===== src/rtl/uart_rx_fsm_param_if.sv =====
// Receive-side bus of the UART receiver.
// The serial line and read strobe go in; the framed word and its status come out.
interface uart_rx_fsm_param_if #(
  parameter int DATA_BITS = 8
);
  logic                 serial_in;
  logic                 data_read;
  logic [DATA_BITS-1:0] rx_data;
  logic                 data_ready;
  logic                 parity_error;
  logic                 framing_error;
  logic                 overrun_error;
  logic                 busy;

  modport master (
    output serial_in,
    output data_read,
    input  rx_data,
    input  data_ready,
    input  parity_error,
    input  framing_error,
    input  overrun_error,
    input  busy
  );

  modport slave (
    input  serial_in,
    input  data_read,
    output rx_data,
    output data_ready,
    output parity_error,
    output framing_error,
    output overrun_error,
    output busy
  );
endinterface


===== src/rtl/uart_rx_fsm_param.sv =====
// UART receive controller: bit timer, bit counter, shift register,
// parity and stop checks, and the output buffer in one FSM.
module uart_rx_fsm_param #(
  parameter int CLKS_PER_BIT = 10,
  parameter int DATA_BITS    = 8,
  parameter int PARITY_EN    = 0,
  parameter int PARITY_ODD   = 0,
  parameter int STOP_BITS    = 1
) (
  input  logic               clk,
  input  logic               n_rst,
  uart_rx_fsm_param_if.slave bus
);

  localparam int TW = $clog2(CLKS_PER_BIT);
  localparam logic [TW-1:0] HALF_M1 = TW'(CLKS_PER_BIT / 2 - 1);
  localparam logic [TW-1:0] FULL_M1 = TW'(CLKS_PER_BIT - 1);
  localparam logic [3:0] LAST_DATA = 4'(DATA_BITS - 1);
  localparam logic [3:0] LAST_STOP = 4'(STOP_BITS - 1);
  localparam logic PAR_ON  = (PARITY_EN != 0);
  localparam logic PAR_ODD = (PARITY_ODD != 0);

  typedef enum logic [2:0] {
    S_IDLE,
    S_START,
    S_DATA,
    S_PARITY,
    S_STOP,
    S_STORE
  } state_t;

  state_t               r_state;
  state_t               w_state;
  logic [TW-1:0]        r_timer;
  logic [TW-1:0]        w_timer;
  logic [3:0]           r_bitcnt;
  logic [3:0]           w_bitcnt;
  logic [DATA_BITS-1:0] r_shift;
  logic [DATA_BITS-1:0] w_shift;
  logic                 r_par;
  logic                 w_par;
  logic                 r_fe;
  logic                 w_fe;
  logic                 r_prev;

  logic [DATA_BITS-1:0] r_rx_data;
  logic                 r_data_ready;
  logic                 r_parity_error;
  logic                 r_framing_error;
  logic                 r_overrun_error;

  logic w_half;
  logic w_full;
  logic w_store;
  logic w_take;
  logic w_par_err;

  assign w_half    = (r_timer == HALF_M1);
  assign w_full    = (r_timer == FULL_M1);
  assign w_store   = (r_state == S_STORE);
  assign w_take    = bus.data_read & r_data_ready;
  assign w_par_err = PAR_ON & (r_par != PAR_ODD);

  always_ff @(posedge clk or negedge n_rst) begin
    if (!n_rst) begin
      r_state  <= S_IDLE;
      r_timer  <= '0;
      r_bitcnt <= '0;
      r_shift  <= '0;
      r_par    <= 1'b0;
      r_fe     <= 1'b0;
      r_prev   <= 1'b0;
    end else begin
      r_state  <= w_state;
      r_timer  <= w_timer;
      r_bitcnt <= w_bitcnt;
      r_shift  <= w_shift;
      r_par    <= w_par;
      r_fe     <= w_fe;
      r_prev   <= bus.serial_in;
    end
  end

  always_comb begin
    w_state  = r_state;
    w_timer  = r_timer;
    w_bitcnt = r_bitcnt;
    w_shift  = r_shift;
    w_par    = r_par;
    w_fe     = r_fe;
    unique case (r_state)
      S_IDLE: begin
        if (r_prev && !bus.serial_in) begin
          w_state = S_START;
          w_timer = '0;
        end
      end
      S_START: begin
        if (w_half) begin
          w_timer  = '0;
          w_bitcnt = '0;
          w_par    = 1'b0;
          w_fe     = 1'b0;
          w_state  = bus.serial_in ? S_IDLE : S_DATA;
        end else begin
          w_timer = r_timer + TW'(1);
        end
      end
      S_DATA: begin
        if (w_full) begin
          w_timer = '0;
          w_shift = {bus.serial_in, r_shift[DATA_BITS-1:1]};
          w_par   = r_par ^ bus.serial_in;
          if (r_bitcnt == LAST_DATA) begin
            w_bitcnt = '0;
            w_state  = PAR_ON ? S_PARITY : S_STOP;
          end else begin
            w_bitcnt = r_bitcnt + 4'd1;
          end
        end else begin
          w_timer = r_timer + TW'(1);
        end
      end
      S_PARITY: begin
        if (w_full) begin
          w_timer = '0;
          w_par   = r_par ^ bus.serial_in;
          w_state = S_STOP;
        end else begin
          w_timer = r_timer + TW'(1);
        end
      end
      S_STOP: begin
        // every stop bit is sampled even after a bad one
        if (w_full) begin
          w_timer = '0;
          if (!bus.serial_in) w_fe = 1'b1;
          if (r_bitcnt == LAST_STOP) begin
            w_bitcnt = '0;
            w_state  = S_STORE;
          end else begin
            w_bitcnt = r_bitcnt + 4'd1;
          end
        end else begin
          w_timer = r_timer + TW'(1);
        end
      end
      S_STORE: begin
        w_state = S_IDLE;
      end
      default: begin
        w_state = S_IDLE;
      end
    endcase
  end

  always_ff @(posedge clk or negedge n_rst) begin
    if (!n_rst) begin
      r_rx_data       <= '0;
      r_data_ready    <= 1'b0;
      r_parity_error  <= 1'b0;
      r_framing_error <= 1'b0;
      r_overrun_error <= 1'b0;
    end else if (w_store) begin
      r_framing_error <= r_fe;
      if (!r_fe) begin
        r_rx_data      <= r_shift;
        r_parity_error <= w_par_err;
        r_data_ready   <= 1'b1;
        if (r_data_ready && !bus.data_read) r_overrun_error <= 1'b1;
      end else if (w_take) begin
        r_data_ready   <= 1'b0;
        r_parity_error <= 1'b0;
      end
    end else if (w_take) begin
      r_data_ready    <= 1'b0;
      r_parity_error  <= 1'b0;
      r_framing_error <= 1'b0;
    end
  end

  assign bus.rx_data       = r_rx_data;
  assign bus.data_ready    = r_data_ready;
  assign bus.parity_error  = r_parity_error;
  assign bus.framing_error = r_framing_error;
  assign bus.overrun_error = r_overrun_error;
  assign bus.busy          = (r_state != S_IDLE);

endmodule


===== src/flat_wrapper.sv =====
// flat-port wrapper written by rule: the top's interface ports become plain ports
module uart_rx_fsm_param_flat 
#(
  parameter int CLKS_PER_BIT = 10,
  parameter int DATA_BITS    = 8,
  parameter int PARITY_EN    = 0,
  parameter int PARITY_ODD   = 0,
  parameter int STOP_BITS    = 1
)
  (clk, n_rst, bus_serial_in, bus_data_read, bus_rx_data, bus_data_ready, bus_parity_error, bus_framing_error, bus_overrun_error, bus_busy);
  uart_rx_fsm_param_if #(.DATA_BITS(DATA_BITS)) bus_i ();
  input  logic clk;
  input  logic n_rst;
  input wire logic [$bits(bus_i.serial_in)-1:0] bus_serial_in;
  input wire logic [$bits(bus_i.data_read)-1:0] bus_data_read;
  output wire logic [$bits(bus_i.rx_data)-1:0] bus_rx_data;
  output wire logic [$bits(bus_i.data_ready)-1:0] bus_data_ready;
  output wire logic [$bits(bus_i.parity_error)-1:0] bus_parity_error;
  output wire logic [$bits(bus_i.framing_error)-1:0] bus_framing_error;
  output wire logic [$bits(bus_i.overrun_error)-1:0] bus_overrun_error;
  output wire logic [$bits(bus_i.busy)-1:0] bus_busy;
  assign bus_i.serial_in = bus_serial_in;
  assign bus_i.data_read = bus_data_read;
  assign bus_rx_data = bus_i.rx_data;
  assign bus_data_ready = bus_i.data_ready;
  assign bus_parity_error = bus_i.parity_error;
  assign bus_framing_error = bus_i.framing_error;
  assign bus_overrun_error = bus_i.overrun_error;
  assign bus_busy = bus_i.busy;
  uart_rx_fsm_param #(.CLKS_PER_BIT(CLKS_PER_BIT), .DATA_BITS(DATA_BITS), .PARITY_EN(PARITY_EN), .PARITY_ODD(PARITY_ODD), .STOP_BITS(STOP_BITS)) u_core (.clk(clk), .n_rst(n_rst), .bus(bus_i));
endmodule

===== config.mk =====
export PLATFORM = sky130hd
export DESIGN_NAME = uart_rx_fsm_param_flat
export DESIGN_NICKNAME = d
export VERILOG_FILES = /design/src/rtl/uart_rx_fsm_param_if.sv /design/src/rtl/uart_rx_fsm_param.sv /design/src/flat_wrapper.sv
export SDC_FILE = /design/constraint.sdc
export NUM_CORES = 1
export LEC_CHECK = 0
export ABC_CLOCK_PERIOD_IN_PS = 1650
export BUFFER_PORTS_ARGS = -buffer_cell sky130_fd_sc_hd__buf_2
export CELL_PAD_IN_SITES_DETAIL_PLACEMENT = 0
export CELL_PAD_IN_SITES_GLOBAL_PLACEMENT = 1
export CORE_MARGIN = 3
export CORE_UTILIZATION = 30
export CTS_CLUSTER_SIZE = 30
export DETAILED_ROUTE_END_ITERATION = 10
export GPL_TIMING_DRIVEN = 0
export PLACE_DENSITY_LB_ADDON = 0.1
export SKIP_CTS_REPAIR_TIMING = 1
export SLEW_MARGIN = 20
export SYNTH_ARGS = -nofsm -noshare
export SYNTH_HDL_FRONTEND = slang
export SYNTH_SLANG_ARGS = --single-unit

===== constraint.sdc =====
create_clock -name clk -period 1.65 [get_ports clk]
set_input_delay 0.165 -clock clk [delete_from_list [all_inputs] [get_ports clk]]
set_output_delay 0.165 -clock clk [all_outputs]
set_load 0.05 [all_outputs]

==> results of run 1 <==
## worst max-delay path by stage
stage | start | endpoint | slack, ns
finish | u_core.r_timer[0]$_DFFE_PN0P_ | u_core.r_bitcnt[2]$_DFFE_PN0P_ | -0.18
global route | u_core.r_timer[0]$_DFFE_PN0P_ | u_core.r_bitcnt[2]$_DFFE_PN0P_ | -0.29
CTS | u_core.r_timer[0]$_DFFE_PN0P_ | u_core.r_bitcnt[2]$_DFFE_PN0P_ | -0.30
detailed placement | u_core.r_timer[0]$_DFFE_PN0P_ | u_core.r_bitcnt[2]$_DFFE_PN0P_ | -0.27
global placement | u_core.r_timer[0]$_DFFE_PN0P_ | u_core.r_bitcnt[2]$_DFFE_PN0P_ | -0.24
floorplan | u_core.r_timer[0]$_DFFE_PN0P_ | u_core.r_bitcnt[2]$_DFFE_PN0P_ | -0.06
## routing by layer
metal	GRT usage	vias up
li1	-	567
met1	0.133	571
met2	0.172	24
met3	0.0401	7
met4	0.0472	0
met5	0	-
## flip-flops by register name, indices dropped and copies added (netlist names)
name,cells
u_core.r_timer,4
u_core.bus.rx_data,8
u_core.r_prev,1
u_core.r_shift,8
u_core.bus.parity_error,1
u_core.r_fe,1
u_core.bus.overrun_error,1
u_core.r_bitcnt,4
u_core.bus.framing_error,1
u_core.bus.data_ready,1
u_core.r_state,3
## critical path, stage by stage, from the launching register on
cell and delay, ns:
sky130_fd_sc_hd__dfrtp_1 0.42, sky130_fd_sc_hd__inv_1 0.07, sky130_fd_sc_hd__ha_1 0.13, sky130_fd_sc_hd__and3b_2 0.21, sky130_fd_sc_hd__nor3b_4 0.25, sky130_fd_sc_hd__nor2_4 0.07, sky130_fd_sc_hd__or4_4 0.48, sky130_fd_sc_hd__a21oi_2 0.13
## Yosys cell counts (all sizes together), types with 2 or more instances
| cell type | n | share of area |
|---|---|---|
| nor2 | 10 | 0.027 |
| a21oi | 5 | 0.016 |
| dfrtp | 33 | 0.52 |
| a21o | 3 | 0.014 |
| nor3b | 2 | 0.013 |
| o21ai | 9 | 0.028 |
| nor2b | 2 | 0.0079 |
| nand3 | 6 | 0.019 |
| and3b | 2 | 0.011 |
| buf | 3 | 0.013 |
| ha | 5 | 0.040 |
| o22ai | 2 | 0.0079 |
| nand3b | 3 | 0.014 |
| inv | 9 | 0.021 |
| nand2 | 10 | 0.024 |
| nand2b | 3 | 0.017 |
| mux2 | 16 | 0.11 |
## area by class of cell
class                      instances  share of cell area
clock inverter                     3             0.00843
tap                               67              0.0404
multi-input combinational         95               0.395
buffer                             4              0.0199
clock buffer                       5              0.0331
inverter                           9              0.0163
sequential                        33               0.399
timing repair buffer              29              0.0886
## power breakdown
group	internal (W)	total, W	switching, W
clock	0.000291	0.000594	0.000303
sequential	0.000844	0.000885	0.0000411
combinational	0.000186	0.000425	0.000239
## kinds of logic after synthesis
| logic type | synth area share |
|---|---|
| adder cells (fa/ha/maj) | 0.0395 |
| AND/OR/NAND/NOR | 0.164 |
| multiplexers | 0.120 |
| AO/OA/AOI/OAI | 0.117 |
| flip-flops | 0.522 |
| buffers and inverters | 0.0372 |
## cell usage in the layout (no fill, tap or decap), types with 2 or more instances in the layout
cell type	n
sky130_fd_sc_hd__dfrtp_2	2
sky130_fd_sc_hd__buf_6	4
sky130_fd_sc_hd__mux2_2	8
sky130_fd_sc_hd__a21o_1	3
sky130_fd_sc_hd__o21ai_0	4
sky130_fd_sc_hd__o21ai_2	2
sky130_fd_sc_hd__nand3_1	5
sky130_fd_sc_hd__nand2_2	2
sky130_fd_sc_hd__dfrtp_1	31
sky130_fd_sc_hd__nand2b_1	2
sky130_fd_sc_hd__nor2_4	2
sky130_fd_sc_hd__a21oi_1	4
sky130_fd_sc_hd__ha_1	3
sky130_fd_sc_hd__inv_2	2
sky130_fd_sc_hd__o22ai_1	2
sky130_fd_sc_hd__buf_2	15
sky130_fd_sc_hd__nor2_1	7
sky130_fd_sc_hd__clkinv_2	2
sky130_fd_sc_hd__and3b_2	2
sky130_fd_sc_hd__nand2_1	8
sky130_fd_sc_hd__clkbuf_8	5
sky130_fd_sc_hd__buf_4	14
sky130_fd_sc_hd__nand3b_1	3
sky130_fd_sc_hd__o21ai_1	3
sky130_fd_sc_hd__inv_1	7
sky130_fd_sc_hd__mux2_1	7
## per-stage QoR
stage | TNS, ns | area (µm²)
detailed placement | -2.65 | 1760
finish | -0.294 | 2080
CTS | -2.98 | 1840
floorplan | -0.0559 | 1590
global route | -1.60 | 2080
global placement | -2.46 | 1760
==> impl_results.rst, run 1 <==
.. list-table::
   :header-rows: 1

   * - Metric
     - Value
   * - Run status
     - finished, violations left
   * - Violated checks
     - hold timing, setup timing
   * - Worst reg-to-reg setup slack
     - -0.18 ns
   * - Final net count
     - 186
   * - IR drop worst, VDD
     - 385 µV
   * - Horiz. Die Dim
     - 78.6 µm
   * - Critical Path End Type
     - flop
   * - Final hold viol count
     - 33
   * - Pin count of the biggest net entering global routing
     - 34
   * - Actual transition at the worst max-transition pin
     - 0.770 ns
   * - H-tree depth
     - 2
   * - Post-synth EDFFs
     - 0
   * - Number of standard cells after synthesis
     - 141
   * - Endpoint of the lowest-slack register-to-register path
     - u_core.r_bitcnt[2]$_DFFE_PN0P_
   * - Effective utilization at floorplan
     - 0.322
   * - Post-layout worst setup margin
     - -0.177 ns
   * - Static power due to leakage
     - 0.992 nW
   * - Depth of the most critical reg-to-reg path
     - 7
   * - Ant. Diodes
     - 0
   * - Antenna violations before repair
     - 0
   * - Number of top-level pins
     - 17
   * - Data arrival at the endpoint of the critical path
     - 2.04 ns
   * - Max Slew Vio Count
     - 0
   * - Area taken by flip-flops and latches
     - 828 µm²
   * - GRT Residual Overflow
     - 0
   * - Fillcell total
     - 486
   * - Clock buffers created by TritonCTS
     - 5
   * - Max Clk Rate
     - 547 MHz
   * - Die outline height
     - 78.6 µm
   * - Core region area
     - 0.00491 mm²
   * - Fraction of final layout cells sized beyond drive strength 1
     - 0.449
   * - Placed Cells
     - 224
   * - Unique masters post-synth
     - 41
   * - Number of routed nets with antenna violations
     - 0
   * - Clock tree root buffer cell
     - sky130_fd_sc_hd__clkbuf_8
   * - CP max FO
     - 4
   * - Dominant synthesized flop cell
     - sky130_fd_sc_hd__dfrtp_1
   * - First-pass GRT wire length
     - 5180 µm
   * - Detailed Routing Iterations Pass 1
     - 4
   * - Combined area of all synthesized cells
     - 0.00158 mm²
   * - Tightest slew margin relative to the limit
     - 0.486
   * - Clock transition at the registers of the reported paths
     - 0.07 ns
   * - DP HPWL
     - 2130 µm
   * - Final clock period utilization by the worst path
     - 1.11
   * - Unrepaired setup endpoints after global routing
     - true
   * - Minimum hold slack
     - -0.0484 ns
   * - Final-report setup violation count
     - 4
   * - Critical register-to-register path startpoint
     - u_core.r_timer[0]$_DFFE_PN0P_
   * - Total power per unit cell area
     - 917 mW/mm²
   * - Clock tree from TritonCTS
     - yes
   * - Data required time of the worst path
     - 1.86 ns
   * - Final core utilization
     - 0.423
   * - Post-synthesis net count
     - 150
   * - Crit path launch type
     - flop
   * - Highest metal layer with signal wires
     - met4
   * - Worst-case setup slack after placement
     - -0.267 ns
   * - Routed Wire Length
     - 3250 µm
   * - Vias in the first global route
     - 1109
   * - Vias
     - 1169
   * - Maximum buffer depth of the clock tree
     - 2
   * - Area of the multi-input gates
     - 820 µm²
   * - Avg Cell Area, Syn
     - 11.2 µm²
   * - Wire length per cell
     - 13.3 µm
   * - Max-capacitance violation count
     - 0
   * - Residual DRC count
     - 0
   * - Drt initial violations
     - 27
   * - Area Growth Syn to Fin
     - 31.2%
   * - Final worst clock skew
     - 0.00393 ns
   * - Aggregate global-route resource usage
     - 0.109
   * - CTS sink count
     - 33
   * - Proportion of synthesized flip-flops having asynchronous set or reset
     - 1.00
   * - Post-synthesis register bit count
     - 33
   * - Met3 Wirelength
     - 170 µm
   * - Metal1 wirelength
     - 1480 µm
   * - Gp weighted congestion
     - 0.725
   * - Detailed-routed wire length on met2
     - 1540 µm
   * - # port buffers
     - 16
   * - Worst hold path type
     - primary input to async pin
   * - Clock insertion delay at the later pin of the skew report
     - 0.28 ns
   * - Routed via count divided by cell count
     - 4.77
   * - Sequential share of the synthesized area
     - 0.522
   * - Kind of critical path
     - flop to flop
   * - Number of warnings issued by yosys
     - 0
   * - Die Outline Area
     - 0.00618 mm²
   * - Final cell count without fillers
     - 245
   * - Row cnt
     - 25
   * - Power consumption
     - 0.00190 W
   * - Clock period minus worst slack
     - 1.83 ns
(Power assumes the default switching activity.)
==> run 2, diff against run 1 <==
CORE_UTILIZATION = 41   (was 30)
==> run 2 against run 1 <==
- the run ends with setup timing left
- sequential power grew 0.9%
- clock-buffer cell count up 1
- non-clock buffer count grew 1
- global-route usage up 4.1 points
- worst setup slack got worse by 0.0091 ns
- sequential share of layout area rose by 0.21 points
- critical path depth is the same
- clock power grew 34%
- cell area fell by 0.36%
- critical endpoint unchanged
- highest routed layer unchanged
==> impl_results.rst, run 2 (same netlist as run 1, synthesis figures left out) <==
.. list-table::
   :header-rows: 1

   * - Metric
     - Value
   * - Violated checks
     - setup timing
   * - Actual transition at the worst max-transition pin
     - 0.720 ns
   * - Final std cell area, no fill
     - 0.00207 mm²
   * - Maximum buffer depth of the clock tree
     - 2
   * - Antenna violations before repair
     - 0
   * - Row cnt
     - 21
   * - IR drop worst, VDD
     - 764 µV
   * - Crit path launch type
     - flop
   * - Pin count of the biggest net entering global routing
     - 34
   * - Net Sw Power
     - 0.000570 W
   * - Static power due to leakage
     - 1.01 nW
   * - Area of the multi-input gates
     - 790 µm²
   * - Critical Path End Type
     - flop
   * - Vias in the first global route
     - 1104
   * - Power share of the clock group
     - 0.380
   * - Die Outline Area
     - 0.00464 mm²
   * - Detailed Routing Iterations Pass 1
     - 4
   * - GRT Residual Overflow
     - 0
   * - Routed Wire Length
     - 3010 µm
   * - Post-layout worst setup margin
     - -0.186 ns
   * - Clock insertion delay at the later pin of the skew report
     - 0.29 ns
   * - Final net count
     - 187
   * - Final core utilization
     - 0.588
   * - Final hold viol count
     - 0
   * - Worst hold path type
     - primary input to flop
   * - Commonest non-fill, non-tap cells in the layout
     - 30 x sky130_fd_sc_hd__dfrtp_1, 15 x sky130_fd_sc_hd__buf_2, 12 x sky130_fd_sc_hd__buf_4
   * - Critical register-to-register path startpoint
     - u_core.r_timer[0]$_DFFE_PN0P_
   * - Area taken by flip-flops and latches
     - 830 µm²
   * - Clock tree root buffer cell
     - sky130_fd_sc_hd__clkbuf_8
   * - Internal Power
     - 0.00152 W
   * - Run status
     - finished, violations left
   * - Die outline height
     - 68.1 µm
   * - Residual DRC count
     - 0
   * - Combinational share of power
     - 0.192
   * - Part of the total power dissipated in sequential elements
     - 0.428
   * - Fraction of final layout cells sized beyond drive strength 1
     - 0.436
   * - Horiz. Die Dim
     - 68.1 µm
   * - Launch point of the worst hold path
     - bus_serial_in
   * - Final-report setup violation count
     - 5
   * - First-pass GRT wire length
     - 5120 µm
   * - Area Growth Syn to Fin
     - 30.8%
   * - Total power per unit cell area
     - 1010 mW/mm²
   * - CP max FO
     - 5
   * - Switching portion of total power
     - 0.273
   * - Data arrival at the endpoint of the critical path
     - 2.05 ns
   * - Effective utilization at floorplan
     - 0.450
   * - Tightest slew margin relative to the limit
     - 0.520
   * - Clock period minus worst slack
     - 1.84 ns
   * - Gp weighted congestion
     - 0.817
   * - CTS sink count
     - 33
   * - Number of routed nets with antenna violations
     - 0
   * - Data required time of the worst path
     - 1.87 ns
   * - H-tree depth
     - 2
   * - Number of top-level pins
     - 17
   * - Kind of critical path
     - flop to flop
   * - CP startpoint
     - u_core.r_timer[0]$_DFFE_PN0P_
   * - Wire length per cell
     - 13.4 µm
   * - Final clock period utilization by the worst path
     - 1.11
   * - Clock transition at the registers of the reported paths
     - 0.07 ns
   * - Clock tree from TritonCTS
     - yes
   * - Final worst clock skew
     - 0.00560 ns
   * - DP HPWL
     - 2060 µm
   * - Most common cell after layout, fill and taps aside
     - sky130_fd_sc_hd__dfrtp_1
   * - Core region area
     - 0.00352 mm²
   * - # port buffers
     - 16
   * - Max Slew Vio Count
     - 0
   * - Routed via count divided by cell count
     - 5.16
   * - Ant. Diodes
     - 0
   * - Clock buffers created by TritonCTS
     - 5
   * - Vias
     - 1161
   * - Fillcell total
     - 315
   * - Max-capacitance violation count
     - 0
   * - Worst-case setup slack after placement
     - -0.259 ns
   * - Drt initial violations
     - 42
   * - Total placed instance area
     - 0.00173 mm²
   * - Aggregate global-route resource usage
     - 0.150
   * - Max Clk Rate
     - 545 MHz
   * - Unrepaired setup endpoints after global routing
     - true
[run 2: cell types whose count changed in the layout (fill, tap and decap cells not counted), sizes merged]
cell,delta
clkbuf,+2
clkinv,-2
buf,-1
bufinv,+1
dlygate4sd3,+1
[run 2: worst paths after layout]
kind / cells past startpoint / slack, ns / to
min in group asynchronous: 2 / 0.49 / u_core.r_timer[2]$_DFFE_PN0P_
max in group asynchronous: 2 / 0.67 / u_core.r_timer[0]$_DFFE_PN0P_
worst min-delay path: 1 / 0.02 / u_core.r_prev$_DFF_PN0_
worst min register to register: 1 / 0.48 / u_core.bus.rx_data[4]$_DFFE_PN0P_
worst max-delay path: 7 / -0.19 / u_core.r_bitcnt[2]$_DFFE_PN0P_
worst max register to register: 7 / -0.19 / u_core.r_bitcnt[2]$_DFFE_PN0P_
[run 2: critical path, stage by stage, from the launching register on]
cell and delay (ns):
sky130_fd_sc_hd__dfrtp_2 0.44, sky130_fd_sc_hd__inv_1 0.06, sky130_fd_sc_hd__ha_1 0.14, sky130_fd_sc_hd__and3b_2 0.21, sky130_fd_sc_hd__nor3b_4 0.24, sky130_fd_sc_hd__nor2_4 0.08, sky130_fd_sc_hd__or4_4 0.48, sky130_fd_sc_hd__a21oi_2 0.12
[run 2: layout make-up]
type | count | share of cell area
Sequential cell | 33 | 0.401
Clock buffer | 6 | 0.0399
Multi-Input combinational cell | 95 | 0.382
Inverter | 9 | 0.0163
Tap cell | 46 | 0.0278
Buffer | 4 | 0.0218
Timing Repair Buffer | 30 | 0.0937
Clock inverter | 2 | 0.0181
[run 2: through the flow]
| step | TNS [ns] | power [W] | cells | hold slack [ns] |
|---|---|---|---|---|
| after floorplan | -0.0559 | 0.00111 | 141 | -0.131 |
| after detailed placement | -2.50 | 0.00120 | 203 | 0.270 |
| after global routing | -1.61 | 0.00221 | 225 | 0.0133 |
| after CTS | -2.87 | 0.00200 | 211 | -0.0431 |
| final | -0.407 | 0.00209 | 225 | 0.0205 |
| after global placement | -2.11 | 0.00120 | 203 | 0.260 |
[run 2: power groups by stage]
stage	combinational, W	sequential, W	clock (W)
floorplan	0.000224	0.000890	0
CTS	0.000299	0.000883	0.000816
finish	0.000401	0.000893	0.000793
global placement	0.000296	0.000899	0
global route	0.000447	0.000901	0.000858
detailed placement	0.000299	0.000899	0
[run 2: routing by layer]
layer	vias to the layer above	part of all wire	track usage
li1	571	-	-
met1	566	0.46	0.191
met2	20	0.49	0.243
met3	4	0.044	0.0493
met4	0	0.013	0.0447
met5	-	0	0
==> run 3, diff against run 2 <==
ABC_AREA = 1   (was default)
CORE_UTILIZATION = 39   (was 41)
==> run 3 against run 2 <==
- the run now ends clean
- synthesized cell count increased by 47%
- sequential share of layout area increased by 2.4 points
- power increased by 37%
- combinational power increased to 3.0 times the previous value
- hold slack improved by 0.017 ns
- sequential power increased by 20%
- cell area decreased by 6.0%
- worst setup slack improved by 0.25 ns
- clock power decreased by 27%
- clock skew decreased by 0.00073 ns
- register-to-register slack improved by 0.25 ns
- highest routed layer unchanged
==> impl_results.rst, run 3 <==
.. list-table::
   :header-rows: 1

   * - Metric
     - Value
   * - Post-synthesis register bit count
     - 33
   * - Unique masters post-synth
     - 24
   * - Number of warnings issued by yosys
     - 0
   * - Power consumption
     - 0.00287 W
   * - Maximum buffer depth of the clock tree
     - 2
   * - Proportion of synthesized flip-flops having asynchronous set or reset
     - 1.00
   * - Crit path launch type
     - flop
   * - Slowest cell delay on critical path
     - 0.41 ns
   * - Total placed instance area
     - 0.00184 mm²
   * - Row cnt
     - 23
   * - Worst hold path type
     - primary input to flop
   * - Clock period minus worst slack
     - 1.58 ns
   * - Most frequent cells after synthesis
     - 66 x sky130_fd_sc_hd__nand2_1, 33 x sky130_fd_sc_hd__dfrtp_1, 27 x sky130_fd_sc_hd__inv_1
   * - Commonest non-fill, non-tap cells in the layout
     - 66 x sky130_fd_sc_hd__nand2_1, 33 x sky130_fd_sc_hd__dfrtp_1, 27 x sky130_fd_sc_hd__inv_1
   * - Cell with the most instances after synthesis
     - sky130_fd_sc_hd__nand2_1
   * - Max-capacitance violation count
     - 0
   * - Aggregate global-route resource usage
     - 0.141
   * - Final hold viol count
     - 0
   * - Final cell count without fillers
     - 282
   * - Tightest slew margin relative to the limit
     - 0.523
   * - Wire length per cell
     - 11.4 µm
   * - Combinational share of power
     - 0.423
   * - Most common cell after layout, fill and taps aside
     - sky130_fd_sc_hd__nand2_1
   * - Combined area of all synthesized cells
     - 0.00170 mm²
   * - Data required time of the worst path
     - 1.82 ns
   * - Max Slew Vio Count
     - 0
   * - Ant. Diodes
     - 0
   * - CTS sink count
     - 33
   * - Vias
     - 1355
   * - Kind of critical path
     - flop to flop
   * - Post-synthesis net count
     - 216
   * - DP HPWL
     - 2380 µm
   * - First-pass GRT wire length
     - 5790 µm
   * - Worst-path cell chain
     - inv_1, ha_1, nand3_4, or2_1, buf_6, buf_12, nand2_2, o21ai_2
   * - Effective utilization at floorplan
     - 0.413
   * - Part of the total power dissipated in sequential elements
     - 0.374
   * - Clock transition at the registers of the reported paths
     - 0.07 ns
   * - Fraction of final layout cells sized beyond drive strength 1
     - 0.220
   * - CP max FO
     - 10
   * - Die outline height
     - 72.1 µm
   * - Final worst clock skew
     - 0.00487 ns
   * - Worst-case setup slack after placement
     - 0.0760 ns
   * - Clock insertion delay at the later pin of the skew report
     - 0.28 ns
   * - Final net count
     - 240
   * - Internal Power
     - 0.00158 W
   * - Main combinational cell family by area after synthesis
     - simple AND/OR/NAND/NOR gates
   * - Vias in the first global route
     - 1333
   * - Run status
     - finished, final reports clean
   * - Total power per unit cell area
     - 1480 mW/mm²
   * - Switching portion of total power
     - 0.448
   * - Multiplexer fraction of the synthesized cell area
     - 0
   * - Dominant synthesized flop cell
     - sky130_fd_sc_hd__dfrtp_1
   * - GRT Residual Overflow
     - 0
   * - Core region area
     - 0.00412 mm²
   * - Cell type with the highest aggregate area in the netlist
     - sky130_fd_sc_hd__dfrtp_1
   * - Area Growth Syn to Fin
     - 14.3%
   * - Area fraction in compound gates after synthesis
     - 0.0934
   * - Slowest CP cell
     - sky130_fd_sc_hd__dfrtp_1
   * - Basic-gate share of the synthesized area counting and, or, nand and nor cells
     - 0.294
   * - Sequential share of the synthesized area
     - 0.485
   * - Static power due to leakage
     - 1.01 nW
   * - Antenna violations before repair
     - 0
   * - Post-synthesis xor/xnor area fraction
     - 0
   * - Routed via count divided by cell count
     - 4.80
   * - Number of top-level pins
     - 17
   * - Critical Path End Type
     - flop
   * - IR drop worst, VDD
     - 1030 µV
   * - Final clock period utilization by the worst path
     - 0.959
   * - Max Clk Rate
     - 632 MHz
   * - Routed Wire Length
     - 3230 µm
   * - Final-report setup violation count
     - 0
   * - Gp weighted congestion
     - 0.798
   * - Die Outline Area
     - 0.00519 mm²
   * - Fillcell total
     - 406
   * - Clock buffers created by TritonCTS
     - 5
   * - Placed Cells
     - 273
   * - Clock tree root buffer cell
     - sky130_fd_sc_hd__clkbuf_8
   * - Detailed Routing Iterations Pass 1
     - 4
   * - Final core utilization
     - 0.472
   * - Power share of the clock group
     - 0.203
   * - Data arrival at the endpoint of the critical path
     - 1.76 ns
   * - Post-synth EDFFs
     - 0
   * - Largest cells by area after synthesis
     - sky130_fd_sc_hd__dfrtp_1 49%, sky130_fd_sc_hd__nand2_1 15%, sky130_fd_sc_hd__inv_1 6.0%, sky130_fd_sc_hd__o21ai_2 4.1%, sky130_fd_sc_hd__nand3_1 3.8%
   * - Drt initial violations
     - 65
   * - Actual transition at the worst max-transition pin
     - 0.716 ns
   * - Post-layout worst setup margin
     - 0.0673 ns
   * - H-tree depth
     - 2
   * - Arithmetic-cell share of the synthesized area counting full adders, half adders and majority gates
     - 0.0368
   * - Avg Cell Area, Syn
     - 8.22 µm²
   * - Pin count of the biggest net entering global routing
     - 34
   * - Number of standard cells after synthesis
     - 207
   * - Number of routed nets with antenna violations
     - 0
   * - # port buffers
     - 16
   * - Final std cell area, no fill
     - 0.00194 mm²
   * - Horiz. Die Dim
     - 72.1 µm
   * - Portion of synthesized cell area occupied by the leading cell type
     - 0.485
   * - Residual DRC count
     - 0
   * - Net Sw Power
     - 0.00128 W
   * - Clock tree from TritonCTS
     - yes
==> run 3: power by group through the flow <==
stage	clock [W]	combinational [W]	sequential [W]
after floorplan	0	0.000799	0.00121
after global placement	0	0.00118	0.00108
after detailed placement	0	0.00121	0.00109
after CTS	0.000603	0.00121	0.00107
after global routing	0.000638	0.00137	0.00109
final	0.000581	0.00121	0.00107
==> run 3: worst max-delay path: cells and delay by family, from the launching register on <==
family,cells,cell delay [ns]
buffers and inverters,3,0.39
and+or+nand+nor,3,0.43
DFF,1,0.41
adders and majority gates,1,0.21
AOI/OAI and AO/OA,1,0.05
==> run 3: final timing paths <==
kind | startpoint | end | slack (ns) | depth (start not counted)
setup / recovery | u_core.r_timer[1]$_DFFE_PN0P_ | u_core.r_shift[0]$_DFFE_PN0P_ | 0.07 | 8
hold / removal | bus_serial_in | u_core.r_prev$_DFF_PN0_ | 0.04 | 1
setup reg to reg | u_core.r_timer[1]$_DFFE_PN0P_ | u_core.r_shift[0]$_DFFE_PN0P_ | 0.07 | 8
hold reg to reg | u_core.bus.overrun_error$_DFFE_PN0P_ | u_core.bus.overrun_error$_DFFE_PN0P_ | 0.46 | 2
max in group asynchronous | n_rst | u_core.r_bitcnt[1]$_DFFE_PN0P_ | 0.71 | 2
min in group asynchronous | n_rst | u_core.bus.rx_data[6]$_DFFE_PN0P_ | 0.49 | 2
==> run 3: routing by layer <==
| layer | GRT usage | wire (µm) | vias up |
|---|---|---|---|
| met2 | 0.241 | 1560 | 24 |
| met3 | 0.0388 | 135 | 8 |
| met5 | 0 | 0 | - |
| met4 | 0.0626 | 51 | 0 |
| li1 | - | - | 699 |
| met1 | 0.166 | 1480 | 624 |
==> run 3: logic make-up after synthesis <==
| family | count (synthesis) |
|---|---|
| buffers and inverters | 32 |
| adder cells (fa/ha/maj) | 5 |
| AO/OA/AOI/OAI | 24 |
| flip-flops | 33 |
| AND/OR/NAND/NOR | 113 |
==> run 3: layout make-up <==
| class | count | area, µm² | share of cell area |
|---|---|---|---|
| tap | 50 | 62.6 | 0.0322 |
| buffer | 3 | 42.5 | 0.0219 |
| clock inverter | 2 | 10.0 | 0.00515 |
| clock buffer | 6 | 72.6 | 0.0373 |
| timing repair buffer | 17 | 90.1 | 0.0463 |
| sequential | 33 | 826 | 0.425 |
| multi-input combinational | 142 | 729 | 0.375 |
| inverter | 29 | 111 | 0.0573 |
==> run 3: stage by stage <==
stage	TNS, ns	hold slack (ns)
after floorplan	0	-0.131
after global placement	0	0.262
after detailed placement	0	0.278
after CTS	0	-0.0274
after global routing	-0.000324	0.0298
final	0	0.0373
